$ cat config.mk
export PLATFORM = sky130hd
export DESIGN_NAME = ripple_count_capture_flat
export DESIGN_NICKNAME = d
export VERILOG_FILES = /design/src/rtl/ripple_count_capture_pkg.sv /design/src/rtl/ripple_count_capture_if.sv /design/src/rtl/ripple_count_capture_count_stabilizer.sv /design/src/rtl/ripple_count_capture.sv /design/src/flat_wrapper.sv
export SDC_FILE = /design/constraint.sdc
export NUM_CORES = 1
export LEC_CHECK = 0
export ABC_AREA = 1
export ABC_CLOCK_PERIOD_IN_PS = 3500
export CAP_MARGIN = 20
export CORE_MARGIN = 10
export CORE_UTILIZATION = 58
export CTS_CLUSTER_DIAMETER = 200
export DETAILED_ROUTE_END_ITERATION = 6
export PLACE_DENSITY = 0.86
export SLEW_MARGIN = 5
export SYNTH_ARGS = -nofsm -noshare
export SYNTH_HDL_FRONTEND = slang
export SYNTH_SLANG_ARGS = --single-unit
$ cat constraint.sdc
create_clock -name Clock -period 3.5 [get_ports Clock]
set_clock_uncertainty 0.05 [all_clocks]
set_input_delay 0.35 -clock Clock [delete_from_list [all_inputs] [get_ports Clock]]
set_output_delay 0.35 -clock Clock [all_outputs]
set_load 0.01 [all_outputs]
$ cat src/rtl/ripple_count_capture_pkg.sv
// Shared definitions for the ripple-counter capture block: FSM encoding,
// default widths and a small sizing helper.
package ripple_count_capture_pkg;

    localparam int DEF_CNT_W       = 4;
    localparam int DEF_EXT_W       = 16;
    localparam int DEF_SYNC_STAGES = 2;
    localparam int DEF_STABLE_CNT  = 2;

    typedef enum logic [1:0] {
        ST_INIT   = 2'd0,
        ST_TRACK  = 2'd1,
        ST_FROZEN = 2'd2
    } cap_state_t;

    // Bits needed to hold values 0..maxVal inclusive.
    function automatic int cntWidth(input int maxVal);
        return (maxVal < 2) ? 1 : $clog2(maxVal + 1);
    endfunction

endpackage

$ cat src/rtl/ripple_count_capture_if.sv
// Bus between the capture block and its client: raw count/control in,
// filtered count, running total and status out.
interface ripple_count_capture_if
    import ripple_count_capture_pkg::*;
#(
    parameter int CNT_W = DEF_CNT_W,
    parameter int EXT_W = DEF_EXT_W
);
    logic [CNT_W-1:0] f;
    logic             Enable;
    logic             Clear;
    logic [CNT_W-1:0] CountOut;
    logic             Valid;
    logic [EXT_W-1:0] Total;
    logic             Wrap;
    logic             Overflow;

    modport master (
        output f, Enable, Clear,
        input  CountOut, Valid, Total, Wrap, Overflow
    );

    modport slave (
        input  f, Enable, Clear,
        output CountOut, Valid, Total, Wrap, Overflow
    );
endinterface

$ cat src/rtl/ripple_count_capture_count_stabilizer.sv
// Brings the asynchronous ripple count into the Clock domain bit by bit and
// reports a value only after it has been seen unchanged for STABLE_CNT samples.
module count_stabilizer
    import ripple_count_capture_pkg::*;
#(
    parameter int CNT_W       = DEF_CNT_W,
    parameter int SYNC_STAGES = DEF_SYNC_STAGES,  // must be at least 2
    parameter int STABLE_CNT  = DEF_STABLE_CNT
) (
    input  logic             Clock,
    input  logic             Resetn,
    input  logic [CNT_W-1:0] f,
    output logic [CNT_W-1:0] stableVal,
    output logic             stableOk
);
    localparam int RUN_W = cntWidth(STABLE_CNT);

    logic [CNT_W-1:0]       syncOut;
    logic [SYNC_STAGES-1:0] fillReg;
    logic [CNT_W-1:0]       lastReg;
    logic [RUN_W-1:0]       runReg;
    logic [RUN_W-1:0]       runNext;
    logic                   sValid;
    logic                   sameAsLast;

    genvar gi;
    generate
        for (gi = 0; gi < CNT_W; gi++) begin : g_sync
            logic [SYNC_STAGES-1:0] chainReg;
            always_ff @(posedge Clock) begin
                if (Resetn) begin
                    chainReg <= '0;
                end else begin
                    chainReg <= {chainReg[SYNC_STAGES-2:0], f[gi]};
                end
            end
            assign syncOut[gi] = chainReg[SYNC_STAGES-1];
        end
    endgenerate

    // Reset contents of the chain are not real samples; wait for it to fill.
    assign sValid     = fillReg[SYNC_STAGES-1];
    assign sameAsLast = (syncOut == lastReg);

    // runReg == 0 means "no sample yet"; otherwise it is the run length so far.
    always_comb begin
        runNext = RUN_W'(1);
        if (sameAsLast && (runReg != '0)) begin
            runNext = (runReg == RUN_W'(STABLE_CNT)) ? runReg : runReg + RUN_W'(1);
        end
    end

    always_ff @(posedge Clock) begin
        if (Resetn) begin
            fillReg <= '0;
            lastReg <= '0;
            runReg  <= '0;
        end else begin
            fillReg <= {fillReg[SYNC_STAGES-2:0], 1'b1};
            if (sValid) begin
                lastReg <= syncOut;
                runReg  <= runNext;
            end
        end
    end

    assign stableVal = syncOut;
    assign stableOk  = sValid && (runNext >= RUN_W'(STABLE_CNT));

endmodule

$ cat src/rtl/ripple_count_capture.sv
// Filters the ripple counter output and accumulates its increments into a wide
// total, with a wrap pulse and a sticky overflow flag.
module ripple_count_capture
    import ripple_count_capture_pkg::*;
#(
    parameter int CNT_W       = DEF_CNT_W,
    parameter int EXT_W       = DEF_EXT_W,  // must be >= CNT_W
    parameter int SYNC_STAGES = DEF_SYNC_STAGES,
    parameter int STABLE_CNT  = DEF_STABLE_CNT
) (
    input  logic                  Clock,
    input  logic                  Resetn,
    ripple_count_capture_if.slave bus
);
    logic [CNT_W-1:0] stableVal;
    logic             stableOk;

    cap_state_t       stateReg;
    logic [CNT_W-1:0] countReg;
    logic             validReg;
    logic [EXT_W-1:0] totalReg;
    logic             wrapReg;
    logic             ovfReg;

    logic [CNT_W-1:0] delta;
    logic [EXT_W:0]   sumNext;
    logic             isNew;

    count_stabilizer #(
        .CNT_W       (CNT_W),
        .SYNC_STAGES (SYNC_STAGES),
        .STABLE_CNT  (STABLE_CNT)
    ) u_stabilizer (
        .Clock     (Clock),
        .Resetn    (Resetn),
        .f         (bus.f),
        .stableVal (stableVal),
        .stableOk  (stableOk)
    );

    // Modular difference handles the counter rolling over between accepts.
    assign delta   = stableVal - countReg;
    assign sumNext = {1'b0, totalReg} + {{(EXT_W + 1 - CNT_W){1'b0}}, delta};
    assign isNew   = stableOk && (stableVal != countReg);

    always_ff @(posedge Clock) begin
        if (Resetn) begin
            stateReg <= ST_INIT;
            countReg <= '0;
            validReg <= 1'b0;
            totalReg <= '0;
            wrapReg  <= 1'b0;
            ovfReg   <= 1'b0;
        end else if (bus.Clear) begin
            // A value accepted this cycle is picked up again from INIT as a baseline.
            stateReg <= ST_INIT;
            totalReg <= '0;
            wrapReg  <= 1'b0;
            ovfReg   <= 1'b0;
        end else begin
            wrapReg <= 1'b0;
            unique case (stateReg)
                ST_INIT: begin
                    if (!bus.Enable) begin
                        stateReg <= ST_FROZEN;
                    end else if (stableOk) begin
                        countReg <= stableVal;
                        validReg <= 1'b1;
                        stateReg <= ST_TRACK;
                    end
                end
                ST_TRACK: begin
                    if (!bus.Enable) begin
                        stateReg <= ST_FROZEN;
                    end else if (isNew) begin
                        countReg <= stableVal;
                        totalReg <= sumNext[EXT_W-1:0];
                        wrapReg  <= (stableVal < countReg);
                        if (sumNext[EXT_W]) begin
                            ovfReg <= 1'b1;
                        end
                    end
                end
                ST_FROZEN: begin
                    // Counts seen while frozen are dropped; resume from a fresh baseline.
                    if (bus.Enable) begin
                        stateReg <= ST_INIT;
                    end
                end
                default: stateReg <= ST_INIT;
            endcase
        end
    end

    assign bus.CountOut = countReg;
    assign bus.Valid    = validReg;
    assign bus.Total    = totalReg;
    assign bus.Wrap     = wrapReg;
    assign bus.Overflow = ovfReg;

endmodule

$ cat src/flat_wrapper.sv
// flat-port wrapper written by rule: the top's interface ports become plain ports
module ripple_count_capture_flat import ripple_count_capture_pkg::*;
#(
    parameter int CNT_W       = DEF_CNT_W,
    parameter int EXT_W       = DEF_EXT_W,                     
    parameter int SYNC_STAGES = DEF_SYNC_STAGES,
    parameter int STABLE_CNT  = DEF_STABLE_CNT
)
  (Clock, Resetn, bus_f, bus_Enable, bus_Clear, bus_CountOut, bus_Valid, bus_Total, bus_Wrap, bus_Overflow);
  ripple_count_capture_if #(.CNT_W(CNT_W), .EXT_W(EXT_W)) bus_i ();
  input  logic Clock;
  input  logic Resetn;
  input wire logic [$bits(bus_i.f)-1:0] bus_f;
  input wire logic [$bits(bus_i.Enable)-1:0] bus_Enable;
  input wire logic [$bits(bus_i.Clear)-1:0] bus_Clear;
  output wire logic [$bits(bus_i.CountOut)-1:0] bus_CountOut;
  output wire logic [$bits(bus_i.Valid)-1:0] bus_Valid;
  output wire logic [$bits(bus_i.Total)-1:0] bus_Total;
  output wire logic [$bits(bus_i.Wrap)-1:0] bus_Wrap;
  output wire logic [$bits(bus_i.Overflow)-1:0] bus_Overflow;
  assign bus_i.f = bus_f;
  assign bus_i.Enable = bus_Enable;
  assign bus_i.Clear = bus_Clear;
  assign bus_CountOut = bus_i.CountOut;
  assign bus_Valid = bus_i.Valid;
  assign bus_Total = bus_i.Total;
  assign bus_Wrap = bus_i.Wrap;
  assign bus_Overflow = bus_i.Overflow;
  ripple_count_capture #(.CNT_W(CNT_W), .EXT_W(EXT_W), .SYNC_STAGES(SYNC_STAGES), .STABLE_CNT(STABLE_CNT)) u_core (.Clock(Clock), .Resetn(Resetn), .bus(bus_i));
endmodule
==> impl_metrics.prom <==
# TYPE chip_impl_metric gauge
chip_impl_metric{name="layout.nets",unit=""} 354
chip_impl_metric{name="drcViolationCount",unit=""} 0
chip_impl_metric{name="detail-route-antenna-nets",unit=""} 0
chip_impl_info{name="top_usage_layer",value="met2"} 1
chip_impl_metric{name="grt_antenna_before_repair",unit=""} 0
chip_impl_info{name="tritoncts",value="done"} 1
chip_impl_metric{name="place.gp.congestion",unit=""} 0.914
chip_impl_metric{name="synthesis.area",unit="um2"} 2120
chip_impl_metric{name="first_global_vias",unit=""} 1848
chip_impl_metric{name="std_cell_rows",unit=""} 21
chip_impl_metric{name="finalWirelength",unit="um"} 4600
chip_impl_metric{name="post_cts_resized",unit=""} 0
chip_impl_metric{name="synthesized_netlist_cell_count",unit=""} 302
chip_impl_metric{name="finalMaxSlewViolations",unit=""} 0
chip_impl_metric{name="pin_count_of_the_biggest_net_entering_global_routing",unit=""} 22
chip_impl_metric{name="shortest_period_the_worst_path_allows",unit="ns"} 2.65
chip_impl_metric{name="dpl.cell_count",unit=""} 373
chip_impl_metric{name="yosys_warnings",unit=""} 0
chip_impl_metric{name="finalPower",unit="uW"} 975
chip_impl_metric{name="critPathRequiredTime",unit="ns"} 3.68
chip_impl_metric{name="met3_usage",unit="%"} 5.01
chip_impl_metric{name="yosys.area_share.adder",unit="%"} 7.78
chip_impl_metric{name="chipWidth",unit="um"} 80.5
chip_impl_metric{name="m2_gr_usage",unit="%"} 25.7
chip_impl_metric{name="layout.area.seq",unit="um2"} 821
chip_impl_metric{name="cts.repair_timing.setup_buffer_count",unit=""} 0
chip_impl_metric{name="post_synth.cell_area_avg",unit="um2"} 7.03
chip_impl_metric{name="ys_ff_latch",unit=""} 41
chip_impl_metric{name="top_level_ports",unit=""} 31
chip_impl_metric{name="place.detailed.hpwl",unit="um"} 3470
chip_impl_metric{name="port-buffer-count",unit=""} 30
chip_impl_info{name="type_of_the_setup_path_with_the_least_slack",value="reg -> reg"} 1
chip_impl_metric{name="initial_standard_cell_utilization_of_the_core",unit="%"} 61.7
chip_impl_metric{name="tritoncts.num_buffers",unit=""} 5
chip_impl_metric{name="core_region_area",unit="um2"} 3440
chip_impl_metric{name="area_growth",unit="%"} 21.3
chip_impl_metric{name="layout.filler_cells",unit=""} 268
chip_impl_metric{name="drt_first_iter_violations",unit=""} 147
chip_impl_metric{name="drive_gt1_share",unit="%"} 5.67
chip_impl_metric{name="worst_slew_pin_slew",unit="ns"} 0.529
chip_impl_metric{name="yosysSeqAreaShare",unit="%"} 38.7
chip_impl_info{name="critPathCaptureType",value="flop"} 1
chip_impl_metric{name="multi_input_comb_area",unit="um2"} 1050
chip_impl_metric{name="synthesized_area_fraction_occupied_by_xor_and_xnor_cells",unit="%"} 2.48
chip_impl_metric{name="grt_overflow",unit=""} 0
chip_impl_metric{name="floorplan.die_area",unit="um2"} 6480
chip_impl_metric{name="wire_length_of_the_first_global_routing_pass",unit="um"} 7660
chip_impl_info{name="worstHoldPathType",value="reg -> reg"} 1
chip_impl_metric{name="cts-htree-levels",unit=""} 2
chip_impl_metric{name="synth_compound_gate_area_share",unit="%"} 9.14
chip_impl_metric{name="multiplexer_share_of_the_synthesized_area",unit="%"} 0
chip_impl_metric{name="number_of_standard_cells_in_the_layout_taps_in_and_fillers_out",unit=""} 381
chip_impl_info{name="worstSetupStartpointType",value="flop"} 1
chip_impl_info{name="clock_tree.root_cell",value="sky130_fd_sc_hd__clkbuf_8"} 1
chip_impl_metric{name="cap_viol_max_count",unit=""} 0
chip_impl_metric{name="yosys.area_share.simple",unit="%"} 30.1
chip_impl_metric{name="drt_pass_1_iters",unit=""} 5
chip_impl_metric{name="grtUsageTotal",unit="%"} 14.4
chip_impl_metric{name="slew_headroom",unit="%"} 64.4
chip_impl_metric{name="grt.met1_usage",unit="%"} 14.8
chip_impl_metric{name="synthDistinctLibCells",unit=""} 29
chip_impl_metric{name="cts.sinks",unit=""} 41
chip_impl_metric{name="min_period_over_period",unit="%"} 75.7
chip_impl_metric{name="fmax",unit="MHz"} 378
chip_impl_metric{name="irDropWorstVdd",unit="uV"} 343
chip_impl_metric{name="worstPathArrival",unit="ns"} 2.83
chip_impl_metric{name="cts.clk_slew.worst_paths",unit="ns"} 0.08
chip_impl_metric{name="worstSkewPairLatency",unit="ns"} 0.30
chip_impl_metric{name="avgRoutedWirePerCell",unit="um"} 12.1
chip_impl_metric{name="antenna_cells",unit=""} 0
chip_impl_metric{name="number_of_failing_setup_endpoints_in_the_final_timing_report",unit=""} 0
chip_impl_metric{name="finalHoldViolations",unit=""} 0
chip_impl_metric{name="dr_total_vias",unit=""} 1982
chip_impl_metric{name="synth_nets",unit=""} 322
chip_impl_metric{name="postLayoutCoreUtil",unit="%"} 74.8
chip_impl_metric{name="clock_tree.buffer_depth",unit=""} 2
chip_impl_metric{name="critical_path.max_fanout",unit=""} 4
chip_impl_metric{name="power-per-cell-area",unit="nW/um2"} 379
chip_impl_metric{name="floorplan.die.height",unit="um"} 80.5
chip_impl_metric{name="vias_per_cell",unit=""} 5.20
chip_impl_metric{name="setup_tns",unit="ns"} 0
chip_impl_metric{name="cellLeakagePower",unit="nW"} 1.04
chip_impl_info{name="run_status",value="finished clean"} 1
chip_impl_info{name="rsz0062_at_grt",value="false"} 1
chip_impl_info{name="synth_top_family_by_area",value="simple AND/OR/NAND/NOR gates"} 1
chip_impl_metric{name="hold_buffers_post_cts",unit=""} 0
per-stage QoR:
stage | hold WS, ns | cell area (um2) | worst slack, ns
2_1_floorplan | 0.338 | 2120 | 1.06
3_3_place_gp | 0.340 | 2450 | 0.996
3_5_place_dp | 0.343 | 2450 | 0.879
4_1_cts | 0.354 | 2570 | 0.855
5_1_grt | 0.376 | 2570 | 0.664
6_report | 0.353 | 2570 | 0.852
cells by family after synthesis:
logic type | Yosys count
AOI/OAI and AO/OA | 38
xor gates and xnor gates | 6
adders and majority gates | 12
buffers and inverters | 64
DFF | 41
and+or+nand+nor | 141
worst paths after layout:
kind | startpoint | end | slack [ns] | cells past startpoint
worst max-delay path | u_core.u_stabilizer.g_sync[0].chainReg[1]$_SDFF_PP0_ | u_core.bus.Total[14]$_SDFFE_PP0P_ | 0.85 | 13
worst min-delay path | u_core.u_stabilizer.g_sync[0].chainReg[0]$_SDFF_PP0_ | u_core.u_stabilizer.g_sync[0].chainReg[1]$_SDFF_PP0_ | 0.35 | 2
worst max register to register | u_core.u_stabilizer.g_sync[0].chainReg[1]$_SDFF_PP0_ | u_core.bus.Total[14]$_SDFFE_PP0P_ | 0.85 | 13
worst min register to register | u_core.u_stabilizer.g_sync[0].chainReg[0]$_SDFF_PP0_ | u_core.u_stabilizer.g_sync[0].chainReg[1]$_SDFF_PP0_ | 0.35 | 2
layer usage:
metal	vias to the layer above	share of wire, %	wire length, um
li1	1007	-	-
met4	0	2.8	131
met3	15	6.6	305
met5	-	0	0
met1	905	41	1870
met2	55	50	2300
cell usage in the layout, fill, tap and decap left out, types with 4 or more instances in the layout:
| cell type | count |
|---|---|
| sky130_fd_sc_hd__o21ai_0 | 11 |
| sky130_fd_sc_hd__nor2_1 | 31 |
| sky130_fd_sc_hd__inv_1 | 55 |
| sky130_fd_sc_hd__nand4_1 | 7 |
| sky130_fd_sc_hd__a21oi_1 | 25 |
| sky130_fd_sc_hd__clkdlybuf4s50_1 | 30 |
| sky130_fd_sc_hd__ha_1 | 10 |
| sky130_fd_sc_hd__nor3_1 | 6 |
| sky130_fd_sc_hd__nand2_1 | 71 |
| sky130_fd_sc_hd__xor2_1 | 4 |
| sky130_fd_sc_hd__clkbuf_8 | 6 |
| sky130_fd_sc_hd__nand3_1 | 14 |
| sky130_fd_sc_hd__dfxtp_1 | 41 |
flip-flops by register name, summed over array words and instances (netlist names):
register,flops
u_core.u_stabilizer.g_sync.chainReg,8
u_core.u_stabilizer.runReg,2
u_core.bus.Total,16
u_core.u_stabilizer.fillReg,2
u_core.bus.CountOut,4
u_core.stateReg,2
u_core.u_stabilizer.lastReg,4
u_core.bus.Overflow,1
u_core.bus.Wrap,1
u_core.bus.Valid,1
area by class of cell:
cell class	instances	area share [%]
Clock inverter	2	1.46
Multi-Input combinational cell	197	40.8
Timing Repair Buffer	31	12.0
Inverter	58	8.46
Sequential cell	41	31.9
Tap cell	46	2.24
Clock buffer	6	3.21
power by group:
part | switching, mW | internal, mW
Combinational | 0.0524 | 0.0363
Sequential | 0.00813 | 0.477
Clock | 0.169 | 0.232
critical path, stage by stage, from the launching register on:
cell and delay (ns):
sky130_fd_sc_hd__dfxtp_1 0.33, sky130_fd_sc_hd__inv_2 0.08, sky130_fd_sc_hd__ha_1 0.14, sky130_fd_sc_hd__inv_1 0.05
sky130_fd_sc_hd__fa_1 0.50, sky130_fd_sc_hd__inv_1 0.06, sky130_fd_sc_hd__fa_1 0.43, sky130_fd_sc_hd__inv_1 0.08
sky130_fd_sc_hd__nand3_1 0.08, sky130_fd_sc_hd__a21oi_1 0.30, sky130_fd_sc_hd__nand3_1 0.14, sky130_fd_sc_hd__xor2_1 0.15
sky130_fd_sc_hd__nand2_1 0.06, sky130_fd_sc_hd__a21oi_1 0.12
cell usage after synthesis:
master	n	area, um2
sky130_fd_sc_hd__a31oi_1	1	6.26
sky130_fd_sc_hd__nand3b_1	2	15.0
sky130_fd_sc_hd__nand3_1	14	70.1
sky130_fd_sc_hd__xor2_1	4	35.0
sky130_fd_sc_hd__nor2_2	1	6.26
sky130_fd_sc_hd__inv_2	2	7.51
sky130_fd_sc_hd__fa_1	2	40.0
sky130_fd_sc_hd__ha_1	10	125
sky130_fd_sc_hd__nand3_2	1	10.0
sky130_fd_sc_hd__a211oi_1	1	7.51
sky130_fd_sc_hd__nor3_1	6	30.0
sky130_fd_sc_hd__clkinv_1	1	3.75
sky130_fd_sc_hd__inv_1	55	206
sky130_fd_sc_hd__nand2_4	1	11.3
sky130_fd_sc_hd__buf_4	1	7.51
sky130_fd_sc_hd__dfxtp_1	41	821
sky130_fd_sc_hd__a21oi_1	25	125
sky130_fd_sc_hd__xnor2_1	2	17.5
sky130_fd_sc_hd__nor2_1	31	116
sky130_fd_sc_hd__buf_6	1	11.3
sky130_fd_sc_hd__or2_2	1	6.26
sky130_fd_sc_hd__clkbuf_1	4	15.0
sky130_fd_sc_hd__nand2_1	71	267
sky130_fd_sc_hd__nand2_2	1	6.26
sky130_fd_sc_hd__nor2_4	2	22.5
sky130_fd_sc_hd__nor4_1	2	12.5
sky130_fd_sc_hd__nand4_4	1	21.3
sky130_fd_sc_hd__o21ai_0	11	55.1
sky130_fd_sc_hd__nand4_1	7	43.8
Note: power is estimated with default switching activity, not from simulation.
